File: config.mk
export PLATFORM = sky130hd
export DESIGN_NAME = seg_display_mux
export DESIGN_NICKNAME = d
export VERILOG_FILES = /design/src/rtl/seg_display_mux.sv
export SDC_FILE = /design/constraint.sdc
export NUM_CORES = 1
export LEC_CHECK = 0
export BUFFER_PORTS_ARGS = -buffer_cell sky130_fd_sc_hd__clkbuf_2
export CORE_ASPECT_RATIO = 1.75
export CORE_MARGIN = 8
export CORE_UTILIZATION = 63
export DETAILED_ROUTE_END_ITERATION = 6
export GPL_TIMING_DRIVEN = 0
export PLACE_DENSITY_LB_ADDON = 0.2
export SYNTH_ARGS = -nofsm -noshare
export SYNTH_HDL_FRONTEND = slang
export SYNTH_SLANG_ARGS = --single-unit
File: constraint.sdc
create_clock -name clk -period 6.4 [get_ports clk]
set_input_delay 0 -clock clk [delete_from_list [all_inputs] [get_ports clk]]
set_output_delay 0 -clock clk [all_outputs]
set_load 0.02 [all_outputs]
File: src/rtl/seg_display_mux.sv
// Time-multiplexed common-anode 7-segment driver: shadow/display double buffer,
// GAP/SHOW digit scan with dead time, hex decode, leading-zero blanking, decimal points.
module seg_display_mux #(
  parameter int unsigned DIGITS      = 4,
  parameter int unsigned REFRESH_DIV = 50000,
  parameter int unsigned GAP_CYCLES  = 16
) (
  input  logic                  clk,
  input  logic                  rst,
  input  logic                  load,
  input  logic [4*DIGITS-1:0]   data,
  input  logic [DIGITS-1:0]     dp_in,
  input  logic                  blank_lz,
  output logic [6:0]            seg_n,
  output logic                  dp_n,
  output logic [DIGITS-1:0]     an_n,
  output logic                  frame_start
);

  localparam int unsigned CNT_MAX = (REFRESH_DIV > GAP_CYCLES) ? REFRESH_DIV : GAP_CYCLES;
  localparam int unsigned CW      = $clog2(CNT_MAX) + 1;
  localparam int unsigned IW      = (DIGITS > 1) ? $clog2(DIGITS) : 1;
  localparam logic [IW-1:0] LAST_IDX = IW'(DIGITS - 1);
  localparam logic [CW-1:0] GAP_END  = CW'(GAP_CYCLES - 1);
  localparam logic [CW-1:0] SHOW_END = CW'(REFRESH_DIV - 1);

  typedef enum logic {GAP, SHOW} state_t;

  state_t                state_q, state_d;
  logic [IW-1:0]         idx_q, idx_d;
  logic [CW-1:0]         cnt_q, cnt_d;
  logic [4*DIGITS-1:0]   sh_data_q, sh_data_d;
  logic [DIGITS-1:0]     sh_dp_q, sh_dp_d;
  logic [4*DIGITS-1:0]   disp_data_q, disp_data_d;
  logic [DIGITS-1:0]     disp_dp_q, disp_dp_d;
  logic [6:0]            seg_n_q, seg_n_d;
  logic                  dp_n_q, dp_n_d;
  logic [DIGITS-1:0]     an_n_q, an_n_d;
  logic                  fs_q, fs_d;

  function automatic logic [6:0] decode(input logic [3:0] nib);
    logic [6:0] s;
    case (nib)
      4'h0: s = 7'h3F;
      4'h1: s = 7'h06;
      4'h2: s = 7'h5B;
      4'h3: s = 7'h4F;
      4'h4: s = 7'h66;
      4'h5: s = 7'h6D;
      4'h6: s = 7'h7D;
      4'h7: s = 7'h07;
      4'h8: s = 7'h7F;
      4'h9: s = 7'h6F;
      4'hA: s = 7'h77;
      4'hB: s = 7'h7C;
      4'hC: s = 7'h39;
      4'hD: s = 7'h5E;
      4'hE: s = 7'h79;
      default: s = 7'h71;
    endcase
    return s;
  endfunction

  // Digit i>0 is a leading zero when it and every more significant nibble are zero.
  function automatic logic lz_blanked(input logic [4*DIGITS-1:0] d, input logic [IW-1:0] i);
    logic all_zero;
    all_zero = 1'b1;
    for (int unsigned k = 0; k < DIGITS; k++) begin
      if (k >= 32'(i) && d[4*k +: 4] != 4'd0) all_zero = 1'b0;
    end
    return all_zero && (i != '0);
  endfunction

  always_comb begin
    state_d     = state_q;
    idx_d       = idx_q;
    cnt_d       = cnt_q + CW'(1);
    sh_data_d   = load ? data  : sh_data_q;
    sh_dp_d     = load ? dp_in : sh_dp_q;
    disp_data_d = disp_data_q;
    disp_dp_d   = disp_dp_q;
    fs_d        = 1'b0;
    case (state_q)
      GAP: begin
        if (cnt_q == GAP_END) begin
          state_d = SHOW;
          cnt_d   = '0;
          idx_d   = (idx_q == LAST_IDX) ? '0 : idx_q + IW'(1);
          if (idx_d == '0) begin
            // Frame boundary: take shadow including a load on this same edge.
            disp_data_d = sh_data_d;
            disp_dp_d   = sh_dp_d;
            fs_d        = 1'b1;
          end
        end
      end
      default: begin
        if (cnt_q == SHOW_END) begin
          state_d = GAP;
          cnt_d   = '0;
        end
      end
    endcase
  end

  // Outputs are derived from next-state values so they register in step with the scan.
  always_comb begin
    seg_n_d = '1;
    dp_n_d  = 1'b1;
    an_n_d  = '1;
    if (state_d == SHOW) begin
      an_n_d = ~(DIGITS'(1) << idx_d);
      dp_n_d = ~disp_dp_d[idx_d];
      if (!(blank_lz && lz_blanked(disp_data_d, idx_d)))
        seg_n_d = ~decode(disp_data_d[{idx_d, 2'b00} +: 4]);
    end
  end

  always_ff @(posedge clk) begin
    if (rst) begin
      state_q     <= GAP;
      idx_q       <= LAST_IDX;
      cnt_q       <= '0;
      sh_data_q   <= '0;
      sh_dp_q     <= '0;
      disp_data_q <= '0;
      disp_dp_q   <= '0;
      seg_n_q     <= '1;
      dp_n_q      <= 1'b1;
      an_n_q      <= '1;
      fs_q        <= 1'b0;
    end else begin
      state_q     <= state_d;
      idx_q       <= idx_d;
      cnt_q       <= cnt_d;
      sh_data_q   <= sh_data_d;
      sh_dp_q     <= sh_dp_d;
      disp_data_q <= disp_data_d;
      disp_dp_q   <= disp_dp_d;
      seg_n_q     <= seg_n_d;
      dp_n_q      <= dp_n_d;
      an_n_q      <= an_n_d;
      fs_q        <= fs_d;
    end
  end

  assign seg_n       = seg_n_q;
  assign dp_n        = dp_n_q;
  assign an_n        = an_n_q;
  assign frame_start = fs_q;

endmodule

* Word level (Yosys, flattened, before mapping)
Memory sizes are Yosys's and may differ from the RTL's.
Index checks and enable logic that the tools add are counted.
W data, S select, Z words.
** Storage, ports and cells
- Flip-flop bits (word level) :: 73
- Bits in read-only memories :: 112
- Input bits :: 24
- Output and inout bits :: 13
- Logic and storage cells :: 69
- Memories :: 1
** Cells by class
- $add $sub $neg :: 2
- Magnitude comparators :: 4
- Equality and inequality tests :: 3
- Shift operators :: 2
- Mux-type cells :: 27
- Bitwise gates (word level) :: 5
- Reductions and logical operators :: 14
** Memory list
- (no name shown) :: words 16, bits a word 7, read ports 1, clocked after Yosys merged registers in 0, wr ports 0, RTL line 43 : case (nib)
** Operators with widths (number)
- $mux W16 :: 4
- $mux W17 :: 3
- $add A17 B1 Y17 const B :: 1
- $eq A17 B16 Y1 const B :: 1
- $eq A17 B4 Y1 const B :: 1
- $mux W4 :: 4
- $reduce_bool A4 Y1 :: 4
- $shiftx A16 B5 Y4 :: 1
- $mux W7 :: 2
- $mux W1 :: 10
- $not A7 Y7 :: 1
- $mux W2 :: 3
- $reduce_or A3 Y1 :: 2
- $logic_and A1 B1 Y1 :: 5
- $ge A1 B2 Y1 const A :: 2
- $not A4 Y4 :: 1
- $shl A1 B2 Y4 const A :: 1
- $lt A2 B3 Y1 const B :: 1
- $not A1 Y1 :: 3
- $add A2 B1 Y2 const B :: 1
- $bmux W1 S2 :: 1
- $eq A2 B2 Y1 const B :: 1
- $ge A2 B2 Y1 const A :: 1
- $logic_not A2 Y1 :: 1
- 2 further kinds :: 2

* Logic depth before layout (Yosys ltp)
- Depth after elaboration :: 18
- Mapped depth :: 15

* Worst setup path after synthesis
OpenSTA, ideal clock, no wires.
- Path type :: register to register
- Start :: reg cnt_q[0]
- End :: reg seg_n_q[0], in the netlist seg_n[0]
- Library setup time :: 0.114 ns
- Arrival time :: 3.206 ns
- Data required time :: 6.286 ns
- Slack :: 3.080 ns
- Cell stages (with the launch flop) :: 14
- Buffers on the path :: 1
- Clock period less this slack :: 3.320 ns
- Cell sequence :: dfxtp_1 > ha_1 > and3_1 > buf_2 > nand3_2 > nor2_2 > mux2i_2 > mux2i_1 > inv_1 > ha_1 > nor2b_1 > a2111oi_0 > o32ai_1 > a21o_1
** Between the ends
- Cells in the longest elaborated chain, start to end :: 13
- Elaborated cells between the ends (all ways) :: 34
** RTL lines
- start: declaration :: RTL line 31 : logic [CW-1:0] cnt_q, cnt_d;
- start signal: assignment :: RTL line 135 : cnt_q <= cnt_d;
- parallel branches: the longest is 13 deep, another holds $mem_v2 Z16 W7
- end signal: assignment :: RTL line 140 : seg_n_q <= seg_n_d;
- end: declaration :: RTL line 36 : logic [6:0] seg_n_q, seg_n_d;
Parallel ways; which one is timed is not known. The select of a mux whose other input is x is not followed.
A chain may end at the register's enable or synchronous reset.

* Final worst setup path
Ends and elaborated chain as after synthesis.

==> results by group <==
Run status
  • Status: finished clean

Placement
  • IO buf count: 34
  • Post-DP Area: between 0.003 and 0.004 mm²
  • Routability Congestion: 0.856
  • Post-DP HPWL: around 6500 µm

Critical path
  • CP arrival: ~4400 ps
  • CP cell instances: ha_1 > and3_1 > buf_2 > nand3_2 > nor2_2 > mux2i_2 > mux2i_1 > inv_1 > ha_1 > nor2b_1 > a2111oi_0 > o32ai_1 > a21o_1
  • Max incr delay on CP: around 620 ps
  • Most frequent CP cell: ha_1
  • CP Launch Point: cnt_q[0]
  • Crit start category: flip-flop
  • CP max-delay cell: mux2i_1
  • Reg2Reg Depth: 13
  • Crit Path Max Fanout: 9
  • RR Endpoint: seg_n[0]
  • Crit path kind: flip-flop to flip-flop
  • R2r startpoint: cnt_q[0]
  • Worst setup EP type: flip-flop
  • FF-to-FF setup slack: around 2200 ps
  • CP required: about 6600 ps

Routing
  • First-pass iteration count of the detailed router: 4
  • Vias per cell: about 5.7
  • Antenna-violating nets left: 0
  • Total wire length: 8560 µm
  • DRC: 0
  • Initial detailed-routing violation count: slightly below 100
  • WL/cell: 16.0 µm
  • Routed vias: slightly above 3000

Timing
  • Unrepaired setup endpoints after global routing: no
  • Slew Viols, Final: 0
  • Final min period: ~4200 ps
  • Slew headroom: between 50% and 60%
  • Crit share post-route: about two thirds
  • Highest clock rate: between 0.2 and 0.25 GHz
  • Setup tns final: 0 ps
  • Final setup viols: 0
  • Least-Margin Pin Slew: 703 ps
  • Final Hold Fails: 0
  • Worst Skew: 9.81 ps

Clock network
  • Hold buffers post-CTS: 11
  • Num CTS Buffers: 9
  • CTS root buffer: clkbuf_8
  • Setup bufs post-CTS: 0
  • Clk sinks: 73
  • H-tree Lvls: 3
  • Worst-path clk slew: 70 ps
  • CTS resizes: 0
  • Worst-Skew Late Latency: 360 ps
  • Bufs on Longest Clock Path: 2
  • CTS tree: yes

Global route
  • Initial antenna violation count: 0
  • Grt met1 use: just over 20%
  • GRT met3 Usage: 4.47%
  • Largest net degree at the start of global routing: 13
  • Vias in the first global route: approximately 3200
  • First-pass GRT wire length: 14300 µm
  • GR peak layer: met2
  • M2 GR Usage: 40.0%
  • Total grt overflow: 0
  • Tot GR Track Use: 21.6%

Floorplan
  • Core area: approximately 0.0056 mm²
  • Initial core utilization: 65.4%
  • Chip height: 117 µm
  • Core Rows: 36
  • Top Ports: 37
  • DIE WIDTH: 73.5 µm
  • DIE AREA: 0.00858 mm²

Synth
  • Post-synthesis async set-or-reset flop share: 0%
  • Most frequent cell after synthesis: dfxtp_1
  • Post-Synth Adder-Cell Area: between 3 and 4%
  • Syn Nets: between 400 and 500
  • Most used DFF post-synth: dfxtp_1
  • Largest family of logic cells by synthesized area: simple AND/OR/NAND/NOR gates
  • Synthesized-area fraction occupied by xor and xnor cells: around 4.3%
  • Synth Warn #: 0
  • Area contributors post-synth: dfxtp_1 40%, mux2i_1 10%, nor2_1 7.2%
  • Synth area leader: dfxtp_1
  • Post-synth EDFFs: 0
  • Top cell type's share of synthesized area: 40.0%
  • Synthesized area: ~0.0037 mm²
  • Syn_area_per_cell: around 9.2 µm²
  • Distinct cells, synth: 58
  • Yosys reg bits: 73
  • Post-synthesis mux area share: between 15 and 20%
  • Post-synth top cells: 73 x dfxtp_1, 70 x nor2_1, 38 x mux2i_1
  • Cells after Synth: about 400
  • Compound-Gate Fraction of Synth Area: 11.7%
  • Post-synthesis sequential area ratio: about 40%
  • Post-synthesis simple-gate area fraction: between 20% and 30%

Power and ir drop
  • Clock share of power: 40.1%
  • Power share of the sequential group: 53.6%
  • Combinational fraction of design power: under 10%
  • Internal: about 0.66 mW
  • Net switching power figure: just over 0.2 mW
  • IR drop worst, VDD: a little over 200 µV
  • Pwr dens: ~210 mW/mm²
  • Leak: 1.69 nW
  • Switch share: about a quarter

Worst hold path
  • Hold WC Path Type: input pin to flip-flop
  • Hold worst-path end: sh_data_q[3]
  • Hold Startpoint: data[3]
  • WHS Path Cells: 3

Cells and area
  • Fill cells: about 460
  • Design area: approximately 0.0042 mm²
  • Final layout net count: 487
  • Area growth, synth to finish: 15.4%
  • Share of cells above drive strength 1: a little under a fifth
  • Antenna diode count: 0

Job
  • Maxcap violations: 0
[layout by cell type, fill, tap and decap left out, types with 3 or more instances in the layout]
cell / synthesis / final
mux2_2: 8 / 8
a211oi_1: 11 / 11
dlygate4sd3_1: 0 / 11
nand2b_1: 4 / 4
nor2_1: 70 / 70
clkbuf_2: 0 / 34
buf_2: 5 / 5
clkbuf_1: 11 / 12
xnor2_1: 8 / 8
o21ai_0: 15 / 15
dfxtp_1: 73 / 73
xor2_1: 10 / 10
nand2_1: 27 / 27
ha_1: 9 / 9
inv_1: 7 / 7
clkinvlp_4: 0 / 3
and3_1: 10 / 10
nand3_1: 11 / 11
o22ai_1: 3 / 3
buf_4: 4 / 4
nor2b_1: 5 / 5
nor3b_1: 5 / 5
clkbuf_8: 0 / 9
a21oi_1: 9 / 9
nor3_1: 6 / 6
and2_1: 4 / 4
mux2i_1: 38 / 38
[cells by family after synthesis]
logic type / count (synthesis)
fa+ha+maj: 9
compound gates: 61
flops: 73
buf+inv: 28
simple gates: 158
xor+xnor: 18
mux: 51
[worst max path at each step]
stage | end | slack, ps | cells past startpoint
after global routing | seg_n[0] | 2050 | 13
after floorplan | seg_n[0] | 3080 | 13
after CTS | seg_n[0] | 2270 | 13
after detailed placement | seg_n[0] | 2270 | 14
after global placement | seg_n[0] | 2480 | 13
final | seg_n[0] | 2240 | 13
[worst max-delay path, delay by kind of cell (launching register included)]
family	cells	cell delay, ps
buffers and inverters	2	350
adder cells (fa/ha/maj)	2	510
AND/OR/NAND/NOR	4	750
flip-flops	1	360
multiplexers	2	1220
AO/OA/AOI/OAI	3	840
[final cells by class]
cell class | instances | area [µm²] | area share [%]
inverter | 7 | 26.3 | 0.624
tap | 76 | 95.1 | 2.26
clock inverter | 5 | 57.6 | 1.37
clock buffer | 10 | 128 | 3.03
sequential | 73 | 1460 | 34.7
multi-input combinational | 297 | 2060 | 48.8
buffer | 21 | 108 | 2.55
timing repair buffer | 45 | 280 | 6.65
[power by group through the flow]
| stage | sequential [mW] | clock (mW) | combinational (mW) |
|---|---|---|---|
| 2_1_floorplan | 0.476 | 0 | 0.0320 |
| 3_3_place_gp | 0.476 | 0 | 0.0478 |
| 3_5_place_dp | 0.477 | 0 | 0.0489 |
| 4_1_cts | 0.466 | 0.354 | 0.0542 |
| 5_1_grt | 0.467 | 0.367 | 0.0601 |
| 6_report | 0.466 | 0.348 | 0.0547 |
[registers in the layout (all words and copies together) (netlist names), 2 cells and up]
name         count
idx_q            2
sh_dp_q          4
sh_data_q       16
cnt_q           17
an_n             4
disp_dp_q        4
seg_n            7
disp_data_q     16
[layer usage]
| metal | vias to the layer above | part of all wire, % |
|---|---|---|
| met1 | 1453 | 36 |
| met2 | 69 | 57 |
| met5 | - | 0 |
| li1 | 1502 | - |
| met4 | 0 | 3.0 |
| met3 | 22 | 3.5 |
[per-stage QoR]
step | utilization, % | power, mW | worst slack, ps | instances | hold slack (ps)
after floorplan | - | 0.508 | 3080 | 398 | 167
after global placement | 70.1 | 0.524 | 2480 | 508 | 263
after detailed placement | 70.1 | 0.526 | 2270 | 508 | 280
after CTS | 75.4 | 0.875 | 2270 | 534 | 15.0
after global routing | 75.4 | 0.894 | 2050 | 534 | 41.8
final | 75.4 | 0.869 | 2240 | 534 | 31.6
Note: power is estimated with default switching activity, not from simulation.
